--- config.mk ---
export PLATFORM = sky130hd
export DESIGN_NAME = fetch_sequencer
export DESIGN_NICKNAME = d
export VERILOG_FILES = /design/src/rtl/fetch_sequencer_pkg.sv /design/src/rtl/fetch_perf_cnt.sv /design/src/rtl/fetch_sequencer.sv
export SDC_FILE = /design/constraint.sdc
export NUM_CORES = 1
export LEC_CHECK = 0
export CAP_MARGIN = 30
export CORE_UTILIZATION = 45
export DETAILED_ROUTE_END_ITERATION = 10
export GPL_TIMING_DRIVEN = 1
export PLACE_DENSITY = 0.87
export SLEW_MARGIN = 5
export SYNTH_ARGS = -nofsm -noshare
export SYNTH_HDL_FRONTEND = slang
export SYNTH_HIERARCHICAL = 1
export SYNTH_SLANG_ARGS = --single-unit
--- constraint.sdc ---
create_clock -name i_clk -period 4.85 [get_ports i_clk]
set_clock_uncertainty 0.05 [all_clocks]
set_input_delay 0.485 -clock i_clk [delete_from_list [all_inputs] [get_ports i_clk]]
set_output_delay 0.485 -clock i_clk [all_outputs]
set_load 0.005 [all_outputs]
--- src/rtl/fetch_sequencer_pkg.sv ---
// Shared definitions for the fetch sequencer: state encoding, address width
// and the default reset fetch address (also used by the next-PC logic).
package fetch_sequencer_pkg;

  localparam int unsigned AW = 30;

  // Word address 0x0010_0000 == byte address 0x0040_0000
  localparam logic [AW-1:0] RESET_ADDR_DEFAULT = 30'h0010_0000;

  typedef enum logic [1:0] {
    BOOT   = 2'd0,
    HOLD   = 2'd1,
    FETCH  = 2'd2,
    SQUASH = 2'd3
  } state_e;

endpackage

--- src/rtl/fetch_perf_cnt.sv ---
// Saturating 32-bit event counter with an increment enable.
module fetch_perf_cnt (
  input  logic        i_clk,
  input  logic        i_rst,
  input  logic        i_inc,
  output logic [31:0] o_count
);

  logic [31:0] count_q;

  always_ff @(posedge i_clk or posedge i_rst) begin
    if (i_rst) begin
      count_q <= '0;
    end else if (i_inc && (count_q != '1)) begin
      count_q <= count_q + 32'd1;
    end
  end

  assign o_count = count_q;

endmodule

--- src/rtl/fetch_sequencer.sv ---
// PC owner and instruction-fetch sequencer (req/ack imem port, IF/ID slot, redirects).
// Optional FETCH_PERF_EN adds saturating fetch/squash counters.
module fetch_sequencer #(
  parameter int unsigned     AW         = fetch_sequencer_pkg::AW,
  parameter logic [AW-1:0]   RESET_ADDR = fetch_sequencer_pkg::RESET_ADDR_DEFAULT
) (
  input  logic          i_clk,
  input  logic          i_rst,
  input  logic          i_stall,
  input  logic          i_PCSrc,
  input  logic [AW-1:0] i_target,
  output logic          o_imem_req,
  output logic [AW-1:0] o_imem_addr,
  input  logic          i_imem_ack,
  input  logic [31:0]   i_imem_rdata,
  output logic          o_if_valid,
  output logic [31:0]   o_if_instr,
  output logic [AW-1:0] o_if_inc_PC,
  output logic          o_flush
`ifdef FETCH_PERF_EN
  ,
  output logic [31:0]   o_perf_fetch,
  output logic [31:0]   o_perf_squash
`endif
);

  import fetch_sequencer_pkg::*;

  state_e        state_q, state_d;
  logic [AW-1:0] pc_q, pc_d;
  logic [AW-1:0] redir_q, redir_d;
  logic [AW-1:0] inc_q, inc_d;
  logic [31:0]   instr_q, instr_d;
  logic          valid_q, valid_d;
  logic          req, slot_free, capture;

  // A pending redirect is implied by SQUASH; redir_q holds its target.
  always_comb begin
    state_d   = state_q;
    pc_d      = pc_q;
    redir_d   = redir_q;
    inc_d     = inc_q;
    instr_d   = instr_q;
    valid_d   = valid_q & i_stall;
    req       = 1'b0;
    capture   = 1'b0;
    slot_free = ~valid_q | ~i_stall;

    case (state_q)
      BOOT: begin
        state_d = HOLD;
        if (i_PCSrc) pc_d = i_target;
      end
      HOLD:          req = slot_free;
      FETCH, SQUASH: req = 1'b1;
      default:       req = 1'b0;
    endcase

    if (state_q != BOOT) begin
      if (i_PCSrc) begin
        valid_d = 1'b0;
        if (req & i_imem_ack) begin
          pc_d    = i_target;
          state_d = HOLD;
        end else if (req) begin
          redir_d = i_target;
          state_d = SQUASH;
        end else begin
          pc_d = i_target;
        end
      end else if (req & i_imem_ack) begin
        if (state_q == SQUASH) pc_d = redir_q;
        else                   capture = 1'b1;
        state_d = HOLD;
      end else if (req) begin
        state_d = (state_q == SQUASH) ? SQUASH : FETCH;
      end
    end

    if (capture) begin
      instr_d = i_imem_rdata;
      inc_d   = pc_q + AW'(1);
      valid_d = 1'b1;
      pc_d    = pc_q + AW'(1);
    end
  end

  always_ff @(posedge i_clk or posedge i_rst) begin
    if (i_rst) begin
      state_q <= BOOT;
      pc_q    <= RESET_ADDR;
      redir_q <= '0;
      inc_q   <= '0;
      instr_q <= '0;
      valid_q <= 1'b0;
    end else begin
      state_q <= state_d;
      pc_q    <= pc_d;
      redir_q <= redir_d;
      inc_q   <= inc_d;
      instr_q <= instr_d;
      valid_q <= valid_d;
    end
  end

  assign o_imem_req  = req;
  assign o_imem_addr = pc_q;
  assign o_if_valid  = valid_q;
  assign o_if_instr  = instr_q;
  assign o_if_inc_PC = inc_q;
  assign o_flush     = i_PCSrc;

`ifdef FETCH_PERF_EN
  logic discard;
  assign discard = (state_q != BOOT) & req & i_imem_ack &
                   (i_PCSrc | (state_q == SQUASH));

  fetch_perf_cnt u_perf_fetch (
    .i_clk   (i_clk),
    .i_rst   (i_rst),
    .i_inc   (capture),
    .o_count (o_perf_fetch)
  );

  fetch_perf_cnt u_perf_squash (
    .i_clk   (i_clk),
    .i_rst   (i_rst),
    .i_inc   (discard),
    .o_count (o_perf_squash)
  );
`endif

endmodule

== Word-level counts from Yosys, hierarchy flattened ==
Index checks and enable logic that the tools add are counted.

* Register bits after elaboration: 125
* Input bits: 67
* Output and inout port bits: 95
* Word-level logic and storage cells: 45

* Add/sub/neg operators: 1
* Equality and inequality tests: 3
* Muxes and demuxes: 25
* Bitwise operators: 6
* Reductions and logical operators: 4

{| class="wikitable"
|+ Operator list
! operator !! count
|-
| 30-bit 2-to-1 mux || 9
|-
| 30-bit by 1-bit adder with 30-bit output, second input constant || 1
|-
| 2-bit 2-to-1 mux || 7
|-
| 1-bit 2-to-1 mux || 8
|-
| 2-bit == test, second input constant || 2
|-
| 4-bit AND reduction || 1
|-
| 1-bit NOT || 3
|-
| 1-bit AND || 2
|-
| 2-bit by 1-bit == test with 1-bit output, second input constant || 1
|-
| 2-bit zero test || 1
|-
| 1-bit case mux with 2 select lines || 1
|-
| 2-bit nonzero test || 1
|-
| 2-bit OR reduction || 1
|-
| 1-bit OR || 1
|}

== Longest topological paths before layout ==
Gate-level depths: netlist of the first run.

* Depth after elaboration: 8
* Mapped depth: 8
* Mapped depth without buffers: 6

== Least setup slack after synthesis of the first run ==
Ideal clock, no wire load.

* Path type: input port to flip-flop
* Start: input port i_stall
* End: register redir_q[10]
* Library setup time: 0.125 ns
* Data arrival time: 1.712 ns
* Data required time: 4.675 ns
* Setup slack: 2.963 ns
* Cell stages on the path: 6
* Buffers on the path: 1
* Cell sequence: nand2_1 a31oi_1 inv_2 nand2_1 buf_2 mux2_2

* Word-level cells in the longest chain between the ends: 6

{| class="wikitable"
|+ Ends and longest elaborated chain
! element !! RTL line !! RTL
|-
| start: declaration || fetch_sequencer.sv:9 || <nowiki>input logic i_stall,</nowiki>
|-
| 1-bit NOT (*) || fetch_sequencer.sv:47 || <nowiki>slot_free = ~valid_q | ~i_stall;</nowiki>
|-
| 1-bit OR (*) || fetch_sequencer.sv:47 ||
|-
| 1-bit case mux with 2 select lines (*) || fetch_sequencer.sv:49 || <nowiki>case (state_q)</nowiki>
|-
| 1-bit AND || fetch_sequencer.sv:62 || <nowiki>if (req & i_imem_ack) begin</nowiki>
|-
| 1-bit NOT (no line) || n/a ||
|-
| 4-bit AND reduction (no line) (*) || n/a ||
|-
| end signal: assignment || fetch_sequencer.sv:99 || <nowiki>redir_q <= redir_d;</nowiki>
|-
| end: declaration || fetch_sequencer.sv:31 || <nowiki>logic [AW-1:0] redir_q, redir_d;</nowiki>
|}

Mark *: on every way between the ends. The rest lies on a longest branch, timed or not.
A chain may end at the register's enable or synchronous reset.

== Worst setup path in the final report of the first run ==
* Start: input port i_PCSrc
* End: register pc_q[28] (netlist: o_imem_addr[28])

* Word-level cells in the longest chain between the ends: 7
* Elaborated cells between the ends (all ways): 11
* Those cells by class: mux (11)

{| class="wikitable"
|+ Ends and longest elaborated chain
! element !! RTL line !! RTL
|-
| start: declaration || fetch_sequencer.sv:10 || <nowiki>input logic i_PCSrc,</nowiki>
|-
| 30-bit 2-to-1 mux || fetch_sequencer.sv:52 || <nowiki>if (i_PCSrc) pc_d = i_target;</nowiki>
|-
| 30-bit 2-to-1 mux || fetch_sequencer.sv:49 ||
|-
| 30-bit 2-to-1 mux, on equally long branches || fetch_sequencer.sv:72, fetch_sequencer.sv:65 ||
|-
| 30-bit 2-to-1 mux, on equally long branches || fetch_sequencer.sv:71, fetch_sequencer.sv:62 ||
|-
| 30-bit 2-to-1 mux || fetch_sequencer.sv:60 || <nowiki>if (i_PCSrc) begin</nowiki>
|-
| 30-bit 2-to-1 mux || fetch_sequencer.sv:59 || <nowiki>if (state_q != BOOT) begin</nowiki>
|-
| 30-bit 2-to-1 mux (*) || fetch_sequencer.sv:80 || <nowiki>if (capture) begin</nowiki>
|-
| via pc_d[28] || fetch_sequencer.sv:30 || <nowiki>logic [AW-1:0] pc_q, pc_d;</nowiki>
|-
| end signal: assignment || fetch_sequencer.sv:98 || <nowiki>pc_q <= pc_d;</nowiki>
|-
| end: declaration || fetch_sequencer.sv:30 ||
|}

Mark *: on every way through the listed nets, which the timed path passes. The rest lies on a longest branch.

==> results.sh, run 1 <==
export IMPL_diodes=0
export IMPL_p_int_mw=3.051
export IMPL_slew_headroom=0.3648
export IMPL_drc=0
export IMPL_overflow=0
export IMPL_start_util=0.4651
export IMPL_pwr_share_seq=0.391
export IMPL_synth_xor_area_share=0.03232
export IMPL_ys_flop_type="dfrtp_1"
export IMPL_syn_inst=614
export IMPL_finalNonFillerCells=950
export IMPL_routed_via_count=5375
export IMPL_ys_warn_count=6
export IMPL_yosysSeqAreaShare=0.5021
export IMPL_syn_area_per_cell_um2=10.15
export IMPL_grt_pass1_wl_um=26920
export IMPL_drive_gt1_frac=0.1240
export IMPL_firstDrtPassIters=5
export IMPL_cp_required_ns=5.14
export IMPL_core_area_mm2=0.01340
export IMPL_syn_nets=682
export IMPL_clk_pin_slew_ns=0.05
export IMPL_layout_min_cycle_time_ns=2.822
export IMPL_yosys_top_cells_area="dfrtp_1 (50%), nand2_1 (7.7%), mux2_2 (5.4%)"
export IMPL_max_freq_mhz=354.4
export IMPL_final_cell_mix="clkdlybuf4s50_1 (161), nand2_1 (128), dfrtp_1 (124)"
export IMPL_wire_per_inst_um=17.71
export IMPL_p_sw_frac=0.2979
export IMPL_port_buffers=161
export IMPL_io_pins=162
export IMPL_clockRootBuffer="clkbuf_16"
export IMPL_leakagePower_nw=3.474
export IMPL_dp_cells=920
export IMPL_p_comb_frac=0.321
export IMPL_end_kind="register"
export IMPL_die_w_um=119.7
export IMPL_cts_resized=0
export IMPL_clockBufferDepth=2
export IMPL_wl_um=16820
export IMPL_timing_rr_end="o_imem_addr[28]"
export IMPL_final_common_cell="clkdlybuf4s50_1"
export IMPL_crit_fanout=49
export IMPL_finalSetupViolCount=0
export IMPL_cts_buffers=17
export IMPL_yosys_area_share_adder=0.003614
export IMPL_crit_path_start_kind="primary input"
export IMPL_r2r_slack_ns=2.14
export IMPL_synth_edff_count=0
export IMPL_arrival_ns=3.11
export IMPL_drtIter0Drc=462
export IMPL_cts_sinks=125
export IMPL_die_h_um=119.7
export IMPL_ys_ff_latch=125
export IMPL_antenna_left=0
export IMPL_rsz0062_at_grt="no"
export IMPL_r2r_start="state_q[0]"
export IMPL_antenna_found_initial=0
export IMPL_async_flop_share=1.000
export IMPL_hp_start="o_if_instr[6]"
export IMPL_grt_max_degree=61
export IMPL_final_max_slew_violation_count=0
export IMPL_synth_top_family_by_area="simple AND/OR/NAND/NOR gates"
export IMPL_place_congestion=0.8471
export IMPL_worstHoldPathType="register to register"
export IMPL_cts_setup_buffers=0
export IMPL_hold_viol=0
export IMPL_synth_top_area_frac=0.4979
export IMPL_syn_to_final_growth_pct=37.28
export IMPL_irDropWorstVdd_mv=0.3071
export IMPL_num_nets_final=831
export IMPL_crit_type="primary input to register"
export IMPL_holdPathEnd="o_if_instr[6]"
export IMPL_yosysTopAreaCell="dfrtp_1"
export IMPL_dieArea_mm2=0.01432
export IMPL_synth_simple_gate_area_frac=0.1729
export IMPL_post_route_util=0.6385
export IMPL_synthMuxAreaShare=0.09938
export IMPL_pwr_share_clk=0.287
export IMPL_row_count=42
export IMPL_synth_compound_area_frac=0.1470
export IMPL_worstMarginPinSlew_ns=0.9505
export IMPL_hold_depth=2
export IMPL_ctsHoldBuffers=0
export IMPL_worst_r2r_cell_count=6
export IMPL_p_per_area_mw_per_mm2=507.9
export IMPL_status="complete, no violations"
export IMPL_power_switching_mw=1.295
export IMPL_first_global_vias=5230
export IMPL_place_hpwl_um=11040
export IMPL_drv_cap=0
export IMPL_vias_per_cell=5.658
export IMPL_synth_cell_types=57
export IMPL_grt_usage=0.2436
export IMPL_fin_crit_sh=0.5818
export IMPL_clock_latency_ns=0.43
export IMPL_htreeDepth=4
export IMPL_cts_tree="yes"
export IMPL_syn_area_mm2=0.006232
export IMPL_tns_ns=0
-- worst max-delay path, cell delays in order --
cell	delay, ns
clkdlybuf4s50_1	0.79
nand2b_1	0.32
or2_2	0.80
buf_4	0.43
o221ai_1	0.16
o21ai_1	0.10
-- per-stage QoR --
step	hold WS, ns	total power [mW]	worst slack [ns]	area, um2
floorplan	0.4146	2.268	0.9891	6232
global placement	0.4067	3.050	1.551	7938
detailed placement	0.4112	3.100	1.598	7980
CTS	0.4248	4.369	2.027	8556
global route	0.4486	4.583	1.843	8556
finish	0.4182	4.346	2.028	8556
-- layer usage --
layer	vias up	share of wire	GRT usage
met3	15	0.079	0.07890
met4	0	0.012	0.08125
met2	219	0.48	0.3913
met5	-	0	0
met1	2661	0.43	0.3095
li1	2480	-	-
-- logic make-up after synthesis --
family          count (synthesis)
simple gates                  226
compound gates                127
flops                         125
mux                            58
buf+inv                        53
xor+xnor                       23
fa+ha+maj                       2
-- sequential cells by signal, summed over array words and instances, names as in the netlist --
register	flops
o_if_inc_PC	30
o_if_instr	32
o_if_valid	1
o_imem_addr	30
redir_q	30
state_q	2
-- cell usage after synthesis (all sizes together) (16+ instances only) --
cell	n
a22oi	27
xnor2	17
clkbuf	16
nand2	128
dfrtp	124
nand3	16
mux2	31
mux2i	27
nor2	24
o221ai	16
o21ai	20
a21oi	23
buf	26
-- final cells by class --
class                           instances  area, um2
Multi-Input combinational cell        436       2865
Fill cell                            1067       4845
Clock inverter                          7      87.58
Timing Repair Buffer                  172       1722
Tap cell                              176      220.2
Clock buffer                           23      488.0
Inverter                               11      43.79
Sequential cell                       125       3129
-- worst max-delay path by stage --
stage | startpoint | endpoint | slack [ns]
after floorplan | i_rst | o_if_inc_PC[0] | 0.99
after global placement | i_PCSrc | o_imem_addr[4] | 1.55
after detailed placement | i_PCSrc | o_imem_addr[28] | 1.60
after CTS | i_PCSrc | o_imem_addr[28] | 2.03
after global routing | i_PCSrc | o_imem_addr[28] | 1.84
final | i_PCSrc | o_imem_addr[28] | 2.03
-- power groups by stage --
| stage | registers (mW) | logic, mW | clock network [mW] |
|---|---|---|---|
| finish | 1.70 | 1.40 | 1.25 |
| global placement | 1.69 | 1.36 | 0 |
| floorplan | 1.66 | 0.609 | 0 |
| detailed placement | 1.70 | 1.39 | 0 |
| global route | 1.75 | 1.53 | 1.31 |
| CTS | 1.70 | 1.41 | 1.26 |
Note: power is estimated with default switching activity, not from simulation.
==> inputs of run 2 (changes only) <==
==> constraint.sdc (replaced) <==
create_clock -name i_clk -period 2.75 [get_ports i_clk]
set_clock_uncertainty 0.05 [all_clocks]
set_input_delay 0.275 -clock i_clk [delete_from_list [all_inputs] [get_ports i_clk]]
set_output_delay 0.275 -clock i_clk [all_outputs]
set_load 0.005 [all_outputs]
==> results.sh, run 2 (synthesis gave the netlist of run 1 again) <==
export IMPL_crit_type="register to register"
export IMPL_clockBufferDepth=2
export IMPL_cp_required_ns=3.00
export IMPL_cts_buffers=17
export IMPL_p_comb_frac=0.321
export IMPL_dieArea_mm2=0.01432
export IMPL_irDropWorstVdd_mv=0.4516
export IMPL_rsz0062_at_grt="no"
export IMPL_final_common_cell="clkdlybuf4s50_1"
export IMPL_htreeDepth=4
export IMPL_crit_fanout=15
export IMPL_drc=0
export IMPL_drtIter0Drc=594
export IMPL_num_nets_final=842
export IMPL_drive_gt1_frac=0.1389
export IMPL_overflow=0
export IMPL_cts_resized=0
export IMPL_worstMarginPinSlew_ns=0.7725
export IMPL_power_switching_mw=2.319
export IMPL_grt_pass1_wl_um=27800
export IMPL_endpoint="o_imem_addr[13]"
export IMPL_die_w_um=119.7
export IMPL_wire_per_inst_um=17.57
export IMPL_wl_met3_um=1406
export IMPL_arrival_ns=2.48
export IMPL_crit_start="state_q[0]"
export IMPL_p_sw_frac=0.2972
export IMPL_diodes=0
export IMPL_wl_met2_um=8078
export IMPL_m1WireLength_um=7112
export IMPL_finalSetupViolCount=0
export IMPL_max_freq_mhz=449.7
export IMPL_layout_min_cycle_time_ns=2.224
export IMPL_wl_um=16880
export IMPL_largest_reg_flops=32
export IMPL_hold_viol=0
export IMPL_timing_rr_end="o_imem_addr[13]"
export IMPL_final_max_slew_violation_count=0
export IMPL_io_pins=162
export IMPL_leakagePower_nw=3.548
export IMPL_port_buffers=161
export IMPL_end_kind="register"
export IMPL_clockRootBuffer="clkbuf_16"
export IMPL_start_util=0.4651
export IMPL_firstDrtPassIters=5
export IMPL_first_global_vias=5438
export IMPL_vias_per_cell=5.597
export IMPL_final_cell_mix="clkdlybuf4s50_1 (161), nand2_1 (128), dfrtp_1 (124)"
export IMPL_grt_max_degree=42
export IMPL_worstHoldPathType="primary input to asynchronous set/reset pin"
export IMPL_topRoutingLayerUsed="met4"
export IMPL_fin_crit_sh=0.8087
export IMPL_pwr_share_seq=0.385
export IMPL_cts_setup_buffers=0
export IMPL_worst_r2r_cell_count=6
export IMPL_clk_pin_slew_ns=0.06
export IMPL_place_hpwl_um=11490
export IMPL_status="complete, no violations"
export IMPL_crit_path_start_kind="register"
export IMPL_p_per_area_mw_per_mm2=893.8
export IMPL_tns_ns=0
export IMPL_p_int_mw=5.484
export IMPL_row_count=42
export IMPL_drv_cap=0
export IMPL_die_h_um=119.7
export IMPL_antenna_left=0
export IMPL_core_area_mm2=0.01340
export IMPL_ctsHoldBuffers=0
export IMPL_cts_tree="yes"
export IMPL_post_route_util=0.6515
export IMPL_pwr_share_clk=0.295
export IMPL_r2r_start="state_q[0]"
export IMPL_routed_via_count=5379
export IMPL_antenna_found_initial=0
export IMPL_slew_headroom=0.4844
export IMPL_clock_latency_ns=0.42
export IMPL_place_congestion=0.7845
export IMPL_cts_sinks=125
export IMPL_syn_to_final_growth_pct=40.09
export IMPL_grt_usage=0.2502
export IMPL_r2r_slack_ns=0.53
==> run 2: final cells by class <==
cell class,count,area [um2]
fill,1057,4669
sequential,125,3129
multi-input combinational,436,2865
timing repair buffer,183,1864
clock buffer,20,466.7
tap,176,220.2
clock inverter,10,140.1
inverter,11,45.04
==> run 2: through the flow <==
stage          instances  area (um2)  total power [mW]  worst slack [ns]  hold slack (ns)
5_1_grt              961        8731             8.250            0.3647           0.3273
4_1_cts              961        8731             7.845            0.5454           0.2833
2_1_floorplan        614        6236             4.001            0.8847           0.3304
6_report             961        8731             7.803            0.5261           0.2718
3_3_place_gp         931        8124             5.420            0.3985           0.4060
3_5_place_dp         931        8124             5.509            0.3515           0.4110
==> run 2: how the worst min path moves through the flow <==
stage	from	end	cells past startpoint
after floorplan	i_imem_rdata[0]	o_if_instr[0]	2
after global placement	o_if_instr[26]	o_if_instr[26]	2
after detailed placement	o_if_instr[9]	o_if_instr[9]	2
after CTS	i_rst	o_if_instr[3]	2
after global routing	i_rst	o_if_inc_PC[22]	2
final	i_rst	o_if_instr[7]	2
==> run 2: critical path, cell delays in order, from the launching register on <==
cell	delay, ns
dfrtp_1	0.55
nor2b_1	0.24
a21oi_1	0.30
or2_2	0.38
buf_4	0.26
o221ai_1	0.13
and2_1	0.20
==> run 2: per-layer routing <==
layer | GRT usage | vias up
met3 | 0.07795 | 38
met2 | 0.3970 | 270
met1 | 0.3245 | 2575
met4 | 0.08359 | 0
li1 | - | 2496
met5 | 0 | -
==> run 2: power by group through the flow <==
stage               sequential, mW  clock (mW)  combinational, mW
floorplan                     2.93           0               1.07
global placement              2.98           0               2.44
detailed placement            3.01           0               2.50
CTS                           2.99        2.33               2.52
finish                        3.00        2.30               2.50
global route                  3.08        2.43               2.74
==> inputs of run 3 (changes only) <==
--- a/config.mk
+++ b/config.mk
@@ -6,10 +6,10 @@
 export NUM_CORES = 1
 export LEC_CHECK = 0
 export CAP_MARGIN = 30
-export CORE_UTILIZATION = 45
+export CORE_UTILIZATION = 44
 export DETAILED_ROUTE_END_ITERATION = 10
 export GPL_TIMING_DRIVEN = 1
-export PLACE_DENSITY = 0.87
+export PLACE_DENSITY = 0.88
 export SLEW_MARGIN = 5
 export SYNTH_ARGS = -nofsm -noshare
 export SYNTH_HDL_FRONTEND = slang
==> constraint.sdc (replaced) <==
create_clock -name i_clk -period 2 [get_ports i_clk]
set_clock_uncertainty 0.05 [all_clocks]
set_input_delay 0.2 -clock i_clk [delete_from_list [all_inputs] [get_ports i_clk]]
set_output_delay 0.2 -clock i_clk [all_outputs]
set_load 0.005 [all_outputs]
==> results.sh, run 3 (synthesis gave the netlist of run 1 again) <==
export IMPL_overflow=0
export IMPL_port_buffers=161
export IMPL_diodes=0
export IMPL_ctsHoldBuffers=0
export IMPL_first_global_vias=5798
export IMPL_final_max_slew_violation_count=0
export IMPL_routed_via_count=5710
export IMPL_core_area_mm2=0.01383
export IMPL_start_util=0.4507
export IMPL_antenna_left=0
export IMPL_cts_tree="yes"
export IMPL_leakagePower_nw=3.817
export IMPL_fin_crit_sh=0.9688
export IMPL_end_kind="register"
export IMPL_largest_reg_flops=32
export IMPL_clockRootBuffer="clkbuf_16"
export IMPL_drive_gt1_frac=0.1894
export IMPL_clk_pin_slew_ns=0.05
export IMPL_cts_buffers=17
export IMPL_cts_sinks=125
export IMPL_finalSetupViolCount=0
export IMPL_place_hpwl_um=12270
export IMPL_row_count=43
export IMPL_final_cell_mix="clkdlybuf4s50_1 (161), nand2_1 (128), dfrtp_1 (124)"
export IMPL_wire_per_inst_um=18.22
export IMPL_firstDrtPassIters=7
export IMPL_die_w_um=121.0
export IMPL_status="complete, no violations"
export IMPL_finalInstanceArea_mm2=0.009158
export IMPL_grt_usage=0.2556
export IMPL_final_common_cell="clkdlybuf4s50_1"
export IMPL_clockBufferDepth=2
export IMPL_p_per_area_mw_per_mm2=1211
export IMPL_fill_cells=1024
export IMPL_drtIter0Drc=448
export IMPL_htreeDepth=4
export IMPL_die_h_um=121.0
export IMPL_cp_required_ns=2.28
export IMPL_drc=0
export IMPL_grt_pass1_wl_um=28840
export IMPL_dieArea_mm2=0.01464
export IMPL_io_pins=162
export IMPL_antenna_found_initial=0
export IMPL_num_nets_final=889
export IMPL_clock_latency_ns=0.42
export IMPL_arrival_ns=2.22
export IMPL_worstMarginPinSlew_ns=0.4018
export IMPL_hold_viol=0
export IMPL_wl_um=18480
export IMPL_grt_max_degree=76
export IMPL_irDropWorstVdd_mv=0.6780
export IMPL_syn_to_final_growth_pct=46.94
export IMPL_crit_path_start_kind="register"
export IMPL_post_route_util=0.6623
export IMPL_place_congestion=0.8164
export IMPL_worstHoldPathType="primary input to asynchronous set/reset pin"
export IMPL_drv_cap=0
export IMPL_crit_fanout=14
export IMPL_slew_headroom=0.7321
export IMPL_max_freq_mhz=516.1
export IMPL_layout_min_cycle_time_ns=1.938
export IMPL_dpl_cell_area_mm2=0.008484
export IMPL_vias_per_cell=5.631
export IMPL_crit_type="register to register"
[run 3: final timing paths]
kind	slack, ns	start	endpoint	cells past startpoint
setup reg to reg	0.06	state_q[1]	o_imem_addr[29]	7
max in group asynchronous	1.29	i_rst	o_imem_addr[20]	3
min in group i_clk	0.26	i_imem_rdata[7]	o_if_instr[7]	3
hold / removal	0.21	i_rst	o_if_instr[27]	3
setup / recovery	0.06	state_q[1]	o_imem_addr[29]	7
hold reg to reg	0.42	o_if_instr[14]	o_if_instr[14]	2
[run 3: layout make-up]
class	instances	area, um2	share of cell area
clock buffers	27	543.0	0.05930
clock inverters	5	75.07	0.008198
inverters	11	45.04	0.004919
multi-input cells	436	2882	0.3147
flip-flops and latches	125	3129	0.3417
well taps	180	225.2	0.02459
repair buffers	230	2258	0.2466
[run 3: per-layer routing]
layer	GRT usage	wire [um]
met1	0.3099	7464
met2	0.4239	8918
met4	0.1088	522
met3	0.07284	1570
met5	0	0
[run 3: worst max-delay path, cell delays in order (launching register included)]
cell and delay, ns:
dfrtp_1 0.46, buf_4 0.20, nor3b_4 0.24, buf_4 0.18, buf_6 0.21, mux2i_1 0.10
o221a_2 0.27, a21oi_1 0.15
[run 3: what timing repair did]
| action | 4_1_cts | 5_1_grt |
|---|---|---|
| setup endpoints to repair | 0 | 12 |
| buffers inserted | 0 | 1 |
| gates resized for setup | 0 | 7 |
[run 3: through the flow]
step	setup TNS (ns)	setup WS, ns	power (mW)	instances	hold WS, ns
5_1_grt	-0.01597	-0.008343	11.65	1014	0.2267
4_1_cts	0	0.02174	11.10	1011	0.2128
6_report	0	0.06239	11.09	1014	0.2087
3_3_place_gp	-2.317	-0.1088	7.718	979	0.4067
3_5_place_dp	-4.221	-0.1970	7.862	979	0.4109
2_1_floorplan	0	0.1347	5.502	614	0.2554
[run 3: power by group]
| part | internal, mW | leakage (nW) | switching [mW] |
|---|---|---|---|
| Combinational | 2.36 | 2.01 | 1.57 |
| Clock | 2.09 | 0.309 | 1.09 |
| Sequential | 3.36 | 1.49 | 0.607 |
==> edit 1 (config.mk and constraints of run 2) <==
The 4 states of `state_e` get a one-hot encoding in 4 bits.
--- a/src/rtl/fetch_sequencer_pkg.sv
+++ b/src/rtl/fetch_sequencer_pkg.sv
@@ -7,11 +7,11 @@
   // Word address 0x0010_0000 == byte address 0x0040_0000
   localparam logic [AW-1:0] RESET_ADDR_DEFAULT = 30'h0010_0000;
 
-  typedef enum logic [1:0] {
-    BOOT   = 2'd0,
-    HOLD   = 2'd1,
-    FETCH  = 2'd2,
-    SQUASH = 2'd3
+  typedef enum logic [3:0] {
+    BOOT   = 4'b0001,
+    HOLD   = 4'b0010,
+    FETCH  = 4'b0100,
+    SQUASH = 4'b1000
   } state_e;
 
 endpackage
Behaviour: same outputs for any inputs over 4 cycles, from zero or initial values and one cycle with i_rst high; so few cycles prove little.
==> edit 1 against run 2 <==
  * Maximum frequency is 16% lower
  * Setup slack worse by 420 ps
  * Area after synthesis is 11% higher
  * Final area is 8.1% higher
  * Routed wire length is 32% higher
  * Synthesized cell count is 18% higher
  * Cell count is 12% higher
  * Sequential cell count is 2 higher
  * Critical path depth is 2 lower
  * Critical path type is now reg2out
  * Critical endpoint is now o_imem_req
  * Largest cell class is now multi-input combinational cells
  * Highest routed layer unchanged
Power is not compared: it rests on default switching activity, and its combinational part moved more than twofold at a synthesized area within 25%.
==> edit 1: results (changes against run 2) <==
Synthesis
The multiplexer fraction of the synthesized cell area came to 6.89% (was 9.94%). The area share of xor/xnor cells in the synthesized design is 3.42% (was 3.23%). Top cells by count, synth: nand2_1 (141), dfrtp_1 (125), a21oi_1 (43) (was nand2_1 (128), dfrtp_1 (124), mux2_2 (30)). Largest cells by area after synthesis: dfrtp_1 (45%), nand2_1 (7.7%), mux2_2 (5.7%) (was dfrtp_1 (50%), nand2_1 (7.7%), mux2_2 (5.4%)). The number of warnings printed during yosys synthesis is 6 (unchanged).

The fraction of the mapped netlist area in compound gates is 18.3% (was 14.7%). The synthesized area per cell is 9.58 um^2 (was 10.2 um^2). The synthesized netlist net count came to 790 (was 682).

The unique cell type count in the Yosys netlist is 78 (was 57). The register area share after synthesis came to 46.0% (was 50.2%). The adder and majority cell fraction of the synthesized area is 0.181% (was 0.361%).

Cells and area
The count of filler cells inserted in the layout is 1150 (was 1057). The net count reported at finish is 950 (was 842). The number of inserted diodes is 0 (unchanged).

The fraction of final layout cells sized beyond drive strength 1 came to 15.6% (was 13.9%).

Detailed routing
The first-pass iteration count of the detailed router is 5 (unchanged). The count of routing violations after the opening detailed-route iteration is 679 (was 594). The aggregate routed wire length is 22300 um (was 16900 um).

The per-cell via count in the routed design was 6.22 (was 5.60). The vias after detailed routing is 6714 (was 5379).

Worst setup path
The data arrival at the endpoint of the critical path was 2320 ps (was 2480 ps). The largest stage delay on the critical path is 530 ps (was 550 ps). The critical path launch point is state_q[3]$_DFF_PP0_ (was state_q[0]$_DFF_PP0_). The largest fanout of any net on the critical path is 9 (was 15). The start of the worst register-to-register path is state_q[0]$_DFF_PP1_ (was state_q[0]$_DFF_PP0_). The cell with the biggest individual delay on the critical path is clkdlybuf4s50_1 (was dfrtp_1).

Placed design
The worst setup slack after placement is 108 ps (was 351 ps). The post-placement cell count is 1047 (was 931). The final weighted congestion of routability-driven global placement came to 0.914 (was 0.785). The post-DP HPWL is 15200 um (was 11500 um).

CTS
The clock reaches the later pin of the worst-skew pair after ~430 ps. The clock buffer count from CTS is 17 (unchanged).

Global route
The largest net degree at the start of global routing came to 86 (was 42). The global-route total usage across every layer was 28.7% (was 25.0%). The first-pass GRT wire length came to 35100 um (was 27800 um).

The via count of the first global-routing pass is 6432 (was 5438).

STA
The slew of the pin with the lowest slew margin is 768 ps (was 773 ps).

Outcome
Run status: complete, no violations (unchanged).
-- edit 1: changes by cell type after synthesis, moves of 8 or more --
cell	delta
o21ai_0	+13
o31ai_1	+19
buf_2	+14
a22oi_1	-25
nor2_1	+10
o22ai_1	+8
a21oi_1	+20
a221oi_1	+8
mux2i_1	-21
nand2_1	+13
o21a_1	-12
-- edit 1: per-layer routing --
metal / track usage [%] / routed length (um)
met2: 42.5 / 10200
met4: 14.1 / 756
met1: 38.0 / 9080
met3: 8.92 / 2280
met5: 0 / 0
-- edit 1: stage by stage --
stage	utilization, %	instance area [um^2]
final	64.0	9440
after global placement	59.7	8800
after floorplan	-	6920
after CTS	64.0	9440
after global routing	64.0	9440
after detailed placement	59.7	8800
-- edit 1: final timing paths --
path	end	slack, ps
worst max-delay path	o_imem_req	100
worst min-delay path	o_if_instr[27]$_DFFE_PP0P_	280
worst max register to register	o_imem_addr[7]$_DFF_PP0_	210
worst min register to register	o_if_inc_PC[29]$_DFFE_PP0P_	430
max in group asynchronous	o_if_inc_PC[1]$_DFFE_PP0P_	1930
min in group i_clk	o_if_instr[24]$_DFFE_PP0P_	320
-- edit 1: kinds of logic after synthesis --
kind of cell,count (synthesis)
buf+inv,74
xor+xnor,27
fa+ha+maj,1
mux,43
compound gates,183
flops,127
simple gates,267
-- edit 1: repair_timing --
item,CTS,global route
endpoints found under the hold margin,0,0
gates resized for setup,0,3
endpoints found under the setup margin,0,1
-- edit 1: cell type report --
| cell class | instances | area share (%) |
|---|---|---|
| timing repair buffer | 205 | 21.0 |
| sequential | 127 | 33.7 |
| clock inverter | 10 | 1.68 |
| tap | 184 | 2.44 |
| multi-input combinational | 521 | 35.7 |
| inverter | 10 | 0.437 |
| clock buffer | 22 | 5.02 |
-- edit 1: worst min-delay path: cells and delay by family --
family	cells	cell delay, ps
buffers and inverters	3	920
-- edit 1: power by group --
| part | internal, W | switching (W) |
|---|---|---|
| combinational | 0.00269 | 0.00255 |
| clock | 0.00158 | 0.000846 |
| sequential | 0.00278 | 0.000863 |
| total | 0.00706 | 0.00426 |
==> edit 2 (config.mk and constraints of run 2) <==
Without the edit above. Build with the macro `FETCH_PERF_EN` defined.
--- a/src/rtl/fetch_sequencer.sv
+++ b/src/rtl/fetch_sequencer.sv
@@ -1,5 +1,7 @@
 // PC owner and instruction-fetch sequencer (req/ack imem port, IF/ID slot, redirects).
 // Optional FETCH_PERF_EN adds saturating fetch/squash counters.
+`define FETCH_PERF_EN
+
 module fetch_sequencer #(
   parameter int unsigned     AW         = fetch_sequencer_pkg::AW,
   parameter logic [AW-1:0]   RESET_ADDR = fetch_sequencer_pkg::RESET_ADDR_DEFAULT
Function (old outputs only; new: o_perf_fetch and o_perf_squash): kept (Yosys induction, for registers that start in step).
==> edit 2 against run 2 <==
  * Area after synthesis rose by 51%
  * Non-clock buffer count rose by 80
  * First-iteration DRC count fell by 6.2%
  * Final area rose by 47%
  * Synthesized cell count rose by 48%
  * Cell count rose by 48%
  * Power rose by 12%
  * Count of clock-buffer cells in the layout rose by 1
  * Global-route usage fell by 0.73 points
  * Routed wire length rose by 51%
  * Setup slack got worse by 280 ps
  * Sequential cell count rose by 64
==> edit 2: results (changes against run 2) <==
Worst setup path
The largest stage delay on the critical path came to 480 ps (was 550 ps). The largest fanout of any net on the critical path is 10 (was 15). The last element of the critical path is u_perf_fetch/o_count[23]$_DFFE_PP0P_ (was o_imem_addr[13]$_DFF_PP0_). The flop-to-flop setup slack is 250 ps (was 530 ps).

Synthesis
The register area share after synthesis is 50.2% (about the same). Largest cells by area after synthesis: dfrtp_1 (50%), nand2_1 (6.5%), xnor2_1 (5.8%) (was dfrtp_1 (50%), nand2_1 (7.7%), mux2_2 (5.4%)). The synthesized area per cell was 10.3 um^2 (was 10.2 um^2).

Placed design
The post-DP HPWL is 18300 um (was 11500 um). The number of buffer cells added on primary ports is 225 (was 161). The post-placement cell count came to 1396 (was 931).

The worst setup slack after placement is -31.6 ps (was 351 ps).

Cells and area
The net count reported at finish is 1215 (was 842). The fraction of final layout cells sized beyond drive strength 1 came to 12.4% (was 13.9%). The count of filler cells inserted in the layout is 1668 (was 1057).

STA
The slew of the pin with the lowest slew margin is 748 ps (was 773 ps). The highest clock frequency the design can meet is 400 MHz (was 450 MHz).

Power and ir drop
The static leakage is 5.35 nW (was 3.55 nW). The sequential power is 0.00384 W (was 0.00300 W). The maximum resistive drop on vdd came to 404 uV (was 452 uV).

The switching share of power is 28.8% (was 29.7%).

Global route
The routing usage on met2 is 39.1% (was 39.7%). The met1 routing resource usage after global routing is 31.6% (was 32.4%). The first-pass GRT wire length is 41500 um (was 27800 um).

The met3 usage came to 6.91% (was 7.79%). The global-route total usage across every layer came to 24.3% (was 25.0%). The number of antenna violations at the first check in global routing was 1 (was 0).

Detailed routing
The total length of routed met2 wires came to 12300 um (was 8080 um). The count of routing violations after the opening detailed-route iteration is 557 (was 594).

Outcome
Run status: complete, no violations (unchanged).
==> edit 2: area by class of cell <==
type,count,area [um^2],area share [%]
Inverter,15,62.6,0.489
Tap cell,270,338,2.64
Clock inverter,9,136,1.07
Timing Repair Buffer,263,2630,20.5
Antenna cell,1,2.50,0.0195
Sequential cell,189,4730,36.9
Clock buffer,21,470,3.67
Multi-Input combinational cell,659,4440,34.7
==> edit 2: cells by family (layout without fill, tap and decap cells) <==
family	Yosys count	count (layout)	share of synthesized area [%]
multiplexers	58	58	6.77
adder cells (fa/ha/maj)	4	4	0.505
AND/OR/NAND/NOR	368	368	20.6
buffers and inverters	63	308	2.84
flip-flops	189	189	50.2
XOR/XNOR	76	76	7.07
AO/OA/AOI/OAI	153	153	12.0
other	0	1	0
==> edit 2: worst max-delay path, delay by kind of cell, from the launching register on <==
family	cells	cell delay [ps]
buffers and inverters	2	260
AND/OR/NAND/NOR	4	910
AO/OA/AOI/OAI	2	420
multiplexers	1	100
flip-flops	1	480
XOR/XNOR	1	150
